$ cat src/rtl/dmux_stream_1ton.sv
// Registered 1-to-N stream demultiplexer with valid/ready handshake.
// Each channel owns one output register; broadcast loads all channels atomically.

module dmux_stream_chan #(
    parameter int WIDTH = 8
) (
    input  logic             clk,
    input  logic             rst_n,
    input  logic             load,
    input  logic [WIDTH-1:0] din,
    input  logic             ready,
    output logic [WIDTH-1:0] data,
    output logic             valid,
    output logic             free
);
    typedef enum logic {EMPTY = 1'b0, FULL = 1'b1} state_t;

    state_t state, state_nxt;

    always_ff @(posedge clk or negedge rst_n) begin
        if (!rst_n) state <= EMPTY;
        else        state <= state_nxt;
    end

    always_comb begin
        state_nxt = state;
        case (state)
            EMPTY:   if (load) state_nxt = FULL;
            FULL:    if (ready && !load) state_nxt = EMPTY;
            default: state_nxt = EMPTY;
        endcase
    end

    // Data keeps its last value after draining; only a load replaces it.
    always_ff @(posedge clk or negedge rst_n) begin
        if (!rst_n)    data <= '0;
        else if (load) data <= din;
    end

    assign valid = (state == FULL);
    assign free  = !valid | ready;
endmodule

module dmux_stream_1ton #(
    parameter int WIDTH = 8,
    parameter int N     = 4,
    parameter int SEL_W = 2,
    parameter int CNT_W = 8
) (
    input  logic                 clk,
    input  logic                 rst_n,
    input  logic [WIDTH-1:0]     in_data,
    input  logic [SEL_W-1:0]     in_sel,
    input  logic                 in_bcast,
    input  logic                 in_valid,
    output logic                 in_ready,
    output logic [N*WIDTH-1:0]   out_data,
    output logic [N-1:0]         out_valid,
    input  logic [N-1:0]         out_ready,
    output logic [CNT_W-1:0]     drop_cnt
);
    logic [N-1:0] sel_hit;
    logic [N-1:0] free;
    logic [N-1:0] load;
    logic         sel_ok;
    logic         accept;
    logic         drop;

    assign sel_ok = ({1'b0, in_sel} < (SEL_W+1)'(N));

    // Out-of-range selectors are always ready so the producer never blocks on them.
    assign in_ready = in_bcast ? (&free) : (!sel_ok | (|(sel_hit & free)));
    assign accept   = in_valid & in_ready;
    assign drop     = accept & !in_bcast & !sel_ok;

    for (genvar k = 0; k < N; k++) begin : g_chan
        assign sel_hit[k] = (in_sel == SEL_W'(k));
        assign load[k]    = accept & (in_bcast | sel_hit[k]);

        dmux_stream_chan #(.WIDTH(WIDTH)) u_chan (
            .clk   (clk),
            .rst_n (rst_n),
            .load  (load[k]),
            .din   (in_data),
            .ready (out_ready[k]),
            .data  (out_data[k*WIDTH +: WIDTH]),
            .valid (out_valid[k]),
            .free  (free[k])
        );
    end

    always_ff @(posedge clk or negedge rst_n) begin
        if (!rst_n)
            drop_cnt <= '0;
        else if (drop && (drop_cnt != {CNT_W{1'b1}}))
            drop_cnt <= drop_cnt + CNT_W'(1);
    end
endmodule

$ cat config.mk
export PLATFORM = sky130hd
export DESIGN_NAME = dmux_stream_1ton
export DESIGN_NICKNAME = d
export VERILOG_FILES = /design/src/rtl/dmux_stream_1ton.sv
export SDC_FILE = /design/constraint.sdc
export NUM_CORES = 1
export LEC_CHECK = 0
export CORE_UTILIZATION = 43
export DETAILED_ROUTE_END_ITERATION = 12
export MAX_ROUTING_LAYER = met4
export PLACE_DENSITY = 0.84
export SLEW_MARGIN = 30
export SYNTH_ARGS = -nofsm -noshare
export SYNTH_HDL_FRONTEND = slang
export SYNTH_SLANG_ARGS = --single-unit
$ cat constraint.sdc
create_clock -name clk -period 2.1 [get_ports clk]
set_input_delay 0.42 -clock clk [delete_from_list [all_inputs] [get_ports clk]]
set_output_delay 0.42 -clock clk [all_outputs]
set_load 0.05 [all_outputs]
# Word-level counts from Yosys, hierarchy flattened
# Index checks and enable logic that the tools add are counted.
# classes
multipliers,0
n_addsub,0
n_lt_le_gt_ge,0
n_div,0
n_eq_ne,3
n_shift,0
reduce_logical,15
bitwise,18
muxes,13
# op_table
operator,n
2-to-1 mux 1 bit,9
zero test 1 bit,8
OR 1 bit,8
one-hot mux 1 bit (2 select lines),4
bitwise AND 1 bit,5
bitwise AND 4 bit,1
equality test 2 bit (second input constant),2
logical AND 1 bit,4
NOT 1 bit,4
AND reduction 4 bit,1
OR reduction 4 bit,1
equality test 2 x 1 -> 1 bit (second input constant),1
zero test 2 bit,1
# word_totals
regBits,36
inputBits,18
ramBits,0
romBits,0
elab_cells,57
n_memories,0
latch_bits,0
out_inout_bits,45

# Logic depth before layout (Yosys ltp)
# Gate-level depths: netlist of the first run.
# depth
word_depth,11
mapped_depth,5
depth_no_buf,4

# Hierarchy
# Synthesis of the first run repeated with hierarchy kept, for this count alone.
# hier_totals
hier_cells,109
area_unflattened_um2,1664.1
# modules_own_cells
mod,instances,cells_per_inst,area_per_inst_um2,seq_area_each_um2
dmux_stream_chan,4,20,369.1,225.2
dmux_stream_1ton,1,29,187.7,0.0

# Least setup slack after synthesis of the first run
# Ideal clock, no wire load.
# synth_path
path_kind,in2out
from,input out_ready[0]
to,output in_ready
t_arrival_ns,1.627
cell_stages,4
slack_ns,0.053
required_ns,1.680
path_buffers,0
cell_sequence,nand2b_1 -> mux2i_1 -> o21a_1 -> o22ai_1
# synth_between
elab_chain_cells,4
# synth_lines
item,line,rtl
"start, declared",59,"input logic [N-1:0] out_ready,"
OR 1 bit *,41,assign free = !valid | ready;
bitwise AND 4 bit,72,assign in_ready = in_bcast ? (&free) : (!sel_ok | (|(sel_hit & free)));
OR reduction 4 bit,72,
2-to-1 mux 1 bit *,72,
"end, declared",56,"output logic in_ready,"
# Every way passes the cells marked *; elsewhere a longest branch is shown, timed or not.

# Worst setup path in the final report of the first run
# layout_path
from,input out_ready[3]
to,output in_ready
# The elaborated chain is that of the path after synthesis.

==> impl_metrics.yaml, run 1 <==
yosys:
  synth_common_cells: "36 x dfrtp_1, 24 x mux2_2, 12 x buf_4"
  synthXorXnorAreaFrac: 0
  synth_top_flop_cell: "dfrtp_1"
  synth-compound-area-share: 0.04027
  synth_top_area_cell: "dfrtp_1"
  ys_ff_latch: 36
  synthArstFlopShare: 1.000
  synth.top_cell.area_share: 0.5471
  yosys.area_share.simple: 0.09650
  synthCells: 118
  syn-cell-area_um2: 1647
  synth_fa_ha_area_frac: 0
  postSynthAreaPerCell_um2: 13.95
  ys_types: 29
  synth_top_family_by_area: "multiplexers"
  muxShareOfSynthArea: 0.2432
  ys_seq_area_frac: 0.5471
  netlist_top_cells_area: "dfrtp_1 55%, mux2_2 16%, mux2_4 7.3%, buf_4 5.5%, nand2b_1 1.5%"
  synth_enable_flop_cells: 0
  ys_warn_count: 0
  yosysMostFrequentCell: "dfrtp_1"
setup_path:
  slowest_delay_ns: 0.46
  critPathMaxFanout: 5
  cp_slowest_cell: "clkdlybuf4s50_1"
  crit_chain: "clkdlybuf4s50_1, nand2b_4, nand3_2, o21a_1, o22ai_2, buf_12"
  cp-end-kind: "output pin"
  cp_data_required_time_ns: 1.68
  cp.arrival_ns: 1.61
  cp-start-kind: "input port"
  path_class: "input port to output pin"
sta:
  period_minus_slack_ns: 2.034
  rsz0062_at_grt: "false"
  relSlewSlack: 0.6419
  setup_slack_ns: 0.06555
  hold_viol: 0
  setup_violations: 0
  fmax_mhz: 491.5
  worst_pin_slew_ns: 0.5355
  maxSlewViolCount: 0
  skew_ns: 0.005740
  timing.final.crit_share: 0.9688
  whs_ns: 0.4734
global_route:
  antenna_found_initial: 0
  grt_max_degree: 37
  grt_pass1_wl_um: 5927
  grt_pass1_vias: 1197
  groute.usage.overall: 0.2015
  overflow: 0
clock_tree:
  clkSlewWorstSetupHoldPaths_ns: 0.07
  cts.hold.buffers_added: 0
  clk_path_buf_depth: 2
  htree_levels: 2
  cts_made_buffers: 5
  cts_tree: "built"
  clock_latency_ns: 0.29
  clock-root-buffer: "clkbuf_8"
  clock_sinks: 36
floorplan:
  io_pins: 63
  die_area_um2: 4081
  die_h_um: 63.88
  die-width_um: 63.88
  rows: 22
  start_util: 0.4498
  core_area_um2: 3661
pwr:
  switching_share: 0.4374
  p_int_mw: 1.802
  power_switching_mw: 1.401
  sequentialPowerShare: 0.318
  power_mw: 3.203
  pwr-share-clk: 0.159
  p_leak_nw: 1.113
  p_comb_frac: 0.523
  peakVddDrop_mv: 0.7877
  powerDensity_nw_per_um2: 1313
cells_and_area:
  fin_util: 0.6664
  final_net_count: 206
  drive_above_1_share: 0.3545
  insertedDiodeCount: 0
  fin_cells: 237
  syn_to_final_growth_pct: 48.18
route:
  ant_nets: 0
  via_per_inst: 4.831
  drc: 0
  drt-initial-drc-count: 40
  dr.pass1.iters: 4
  totalWireLength_um: 3555
  num_vias: 1145
  avgRoutedWirePerCell_um: 15.00
place:
  place_ws_ns: -0.1257
  dp_cells: 224
  gp_congestion: 0.9042
  dp_hpwl_um: 2569
  numPortBuffers: 54
run_status:
  status: "completed"
job:
  drv_cap: 0
hold_path:
  hp-class: "input port to register"
[through the flow]
stage | area, um^2 | setup TNS, ns
finish | 2440 | 0
global placement | 2266 | -0.9734
CTS | 2380 | 0
floorplan | 1673 | 0
detailed placement | 2266 | -1.929
global route | 2440 | 0
[cells by family (layout without fill, tap and decap cells)]
logic type / Yosys count / after routing
DFF: 36 / 36
muxes: 33 / 33
AOI/OAI and AO/OA: 8 / 8
buffers and inverters: 15 / 79
and+or+nand+nor: 25 / 25
other: 1 / 8
[path summary, 6_finish.rpt]
kind / start / end / slack [ns] / cells after the start
worst max-delay path: out_ready[3] / in_ready / 0.07 / 6
min in group asynchronous: rst_n / g_chan[3].u_chan.data[1]$_DFFE_PN0P_ / 0.54 / 2
worst min-delay path: out_ready[1] / g_chan[1].u_chan.valid$_DFF_PN0_ / 0.47 / 3
max in group asynchronous: rst_n / g_chan[3].u_chan.data[5]$_DFFE_PN0P_ / 1.23 / 2
worst max register to register: g_chan[1].u_chan.valid$_DFF_PN0_ / g_chan[2].u_chan.data[6]$_DFFE_PN0P_ / 0.36 / 7
worst min register to register: g_chan[3].u_chan.data[1]$_DFFE_PN0P_ / g_chan[3].u_chan.data[1]$_DFFE_PN0P_ / 0.51 / 1
[cell usage in the layout (no fill, tap or decap), types with 2 or more instances in the layout]
master / instances
buf_4: 15
buf_12: 2
nand3_1: 2
mux2_2: 24
clkbuf_8: 6
dfrtp_1: 36
nand2_1: 6
conb_1: 8
mux2_4: 8
and3_1: 2
clkdlybuf4s50_1: 48
dlymetal6s2s_1: 4
nand2b_4: 3
o21ai_0: 2
[cell type report]
type / instances / area [um^2]
multi-input cells: 74 / 689.4
repair buffers: 70 / 691.9
fillers: 270 / 1221
clock inverters: 1 / 7.507
flip-flops and latches: 36 / 900.9
inverters: 1 / 3.754
clock buffers: 7 / 86.33
well taps: 48 / 60.06
[worst max-delay path: cells and delay by family]
family,cells,cell delay (ns)
AND/OR/NAND/NOR,2,0.22
AO/OA/AOI/OAI,2,0.34
buffers and inverters,2,0.63
[layer usage]
layer,wire (um),vias up,track usage
met5,0,-,-
met4,59,0,0.07955
met3,224,6,0.07500
met2,1757,44,0.3098
met1,1513,566,0.2390
li1,-,529,-
[registers in the layout, summed over array words and instances (netlist names)]
register,cells
g_chan.u_chan.data,32
g_chan.u_chan.valid,4
[power groups by stage]
| stage | Clock (mW) | Combinational (mW) | Sequential [mW] |
|---|---|---|---|
| final | 0.509 | 1.67 | 1.02 |
| after global routing | 0.557 | 1.73 | 1.05 |
| after CTS | 0.528 | 1.67 | 1.02 |
| after detailed placement | 0 | 1.65 | 1.02 |
| after global placement | 0 | 1.64 | 1.01 |
| after floorplan | 0 | 0.408 | 1.71 |
[repair_timing]
action / 4_1_cts / 5_1_grt
gates resized for setup: 5 / 8
pin swaps: 1 / 2
endpoints found under the setup margin: 1 / 1
setup buffers: 1 / 4
Power figures use the tool's default switching activity.
==> run 2, diff against run 1 <==
HOLD_SLACK_MARGIN = 0.05   (was unset)
PLACE_DENSITY = 0.87   (was 0.84)
==> impl_metrics.yaml, run 2 (synthesis results as in run 1) <==
setup_path:
  cp-end-kind: "output pin"
  cp_data_required_time_ns: 1.68
  cp_slowest_cell: "clkdlybuf4s50_1"
  cp-start-kind: "input port"
  critPathMaxFanout: 5
  slowest_delay_ns: 0.45
  path_class: "input port to output pin"
  cp.arrival_ns: 1.60
  crit_chain: "clkdlybuf4s50_1, nand2b_4, nand3_1, o21a_1, o22ai_2, buf_12"
pwr:
  power_mw: 3.166
  powerDensity_nw_per_um2: 1306
  pwr-share-clk: 0.145
  switching_share: 0.4430
  sequentialPowerShare: 0.324
  p_comb_frac: 0.531
  power_switching_mw: 1.402
  p_leak_nw: 1.103
  p_int_mw: 1.763
  peakVddDrop_mv: 0.8170
cells_and_area:
  regMostFlops: "g_chan.u_chan.data"
  final_net_count: 207
  syn_to_final_growth_pct: 47.19
  insertedDiodeCount: 0
  drive_above_1_share: 0.3492
  nFillCells: 265
  layout_commonest_cell: "clkdlybuf4s50_1"
  fin_util: 0.6620
  layout_common_cells: "49 x clkdlybuf4s50_1, 36 x dfrtp_1, 24 x mux2_2, 16 x buf_4"
  largest_reg_flops: 32
place:
  numPortBuffers: 54
  gp_congestion: 0.8355
  dp_hpwl_um: 2703
  place_ws_ns: -0.1219
global_route:
  groute.usage.overall: 0.2148
  overflow: 0
  grt_max_degree: 37
  grt_pass1_wl_um: 6258
  grt_pass1_vias: 1278
  antenna_found_initial: 0
sta:
  timing.final.crit_share: 0.9611
  maxSlewViolCount: 0
  hold_viol: 0
  worst_pin_slew_ns: 0.5383
  setup_violations: 0
  period_minus_slack_ns: 2.018
  setup_slack_ns: 0.08163
  rsz0062_at_grt: "false"
  whs_ns: 0.4647
  fmax_mhz: 495.4
  skew_ns: 0.004765
  relSlewSlack: 0.6400
clock_tree:
  clock_latency_ns: 0.28
  clock-root-buffer: "clkbuf_8"
  clkSlewWorstSetupHoldPaths_ns: 0.07
  cts.hold.buffers_added: 0
  cts_tree: "built"
  clk_path_buf_depth: 2
  cts_made_buffers: 5
  clock_sinks: 36
  htree_levels: 2
run_status:
  status: "completed"
floorplan:
  start_util: 0.4498
  io_pins: 63
  die_h_um: 63.88
  core_area_um2: 3661
  die_area_um2: 4081
  die-width_um: 63.88
  rows: 22
route:
  avgRoutedWirePerCell_um: 15.82
  drc: 0
  num_vias: 1187
  totalWireLength_um: 3750
  ant_nets: 0
  via_per_inst: 5.008
  dr.pass1.iters: 4
  drt-initial-drc-count: 38
hold_path:
  hp-class: "input port to register"
job:
  drv_cap: 0
-- run 2: cell types whose count changed in the layout (fill, tap and decap cells not counted), sizes merged --
cell,before,now
buf,17,18
clkinvlp,1,0
clkdlybuf4s50,48,49
clkbuf,7,6
dlymetal6s2s,4,3
clkinv,0,1
-- run 2: worst max-delay path: cells and delay by family --
kind | cells | cell delay [ns]
AO/OA/AOI/OAI | 2 | 0.33
buffers and inverters | 2 | 0.61
AND/OR/NAND/NOR | 2 | 0.23
-- run 2: final timing paths --
path | startpoint | endpoint | slack [ns] | depth (start not counted)
min in group asynchronous | rst_n | g_chan[3].u_chan.data[0]$_DFFE_PN0P_ | 0.55 | 2
max in group asynchronous | rst_n | g_chan[1].u_chan.data[4]$_DFFE_PN0P_ | 1.23 | 2
min reg2reg | g_chan[1].u_chan.data[2]$_DFFE_PN0P_ | g_chan[1].u_chan.data[2]$_DFFE_PN0P_ | 0.51 | 1
min | out_ready[0] | g_chan[0].u_chan.valid$_DFF_PN0_ | 0.46 | 3
max reg2reg | g_chan[1].u_chan.valid$_DFF_PN0_ | g_chan[2].u_chan.data[3]$_DFFE_PN0P_ | 0.38 | 7
max | out_ready[3] | in_ready | 0.08 | 6
-- run 2: final cells by class --
| type | count | area, um^2 | share of cell area |
|---|---|---|---|
| multi-input cells | 74 | 684.4 | 0.2824 |
| clock inverters | 1 | 5.005 | 0.002065 |
| repair buffers | 71 | 696.9 | 0.2876 |
| flip-flops and latches | 36 | 900.9 | 0.3717 |
| clock buffers | 6 | 72.57 | 0.02994 |
| inverters | 1 | 3.754 | 0.001549 |
| well taps | 48 | 60.06 | 0.02478 |
-- run 2: power by group through the flow --
stage | Sequential (mW) | Clock [mW] | Combinational (mW)
final | 1.03 | 0.459 | 1.68
after global routing | 1.06 | 0.510 | 1.74
after detailed placement | 1.03 | 0 | 1.66
after CTS | 1.03 | 0.472 | 1.68
after floorplan | 1.71 | 0 | 0.408
after global placement | 1.01 | 0 | 1.64
-- run 2: routing by layer --
| metal | wire length [um] | share of wire | global-route usage | vias up |
|---|---|---|---|---|
| met5 | 0 | 0 | - | - |
| met4 | 70 | 0.019 | 0.07955 | 0 |
| met3 | 256 | 0.068 | 0.08036 | 10 |
| met2 | 1858 | 0.50 | 0.3431 | 50 |
| met1 | 1564 | 0.42 | 0.2456 | 596 |
| li1 | - | - | - | 531 |
-- run 2: metrics by stage --
step / cells / instance area [um^2] / TNS [ns]
2_1_floorplan: 125 / 1673 / 0
3_3_place_gp: 225 / 2273 / -0.5753
3_5_place_dp: 225 / 2273 / -1.414
4_1_cts: 233 / 2374 / 0
5_1_grt: 237 / 2424 / 0
6_report: 237 / 2424 / 0
-- run 2: repair_timing --
item                                    CTS  global route
resized for setup                         4             6
pin swaps                                 0             2
setup buffers                             1             4
endpoints found under the setup margin    1             1
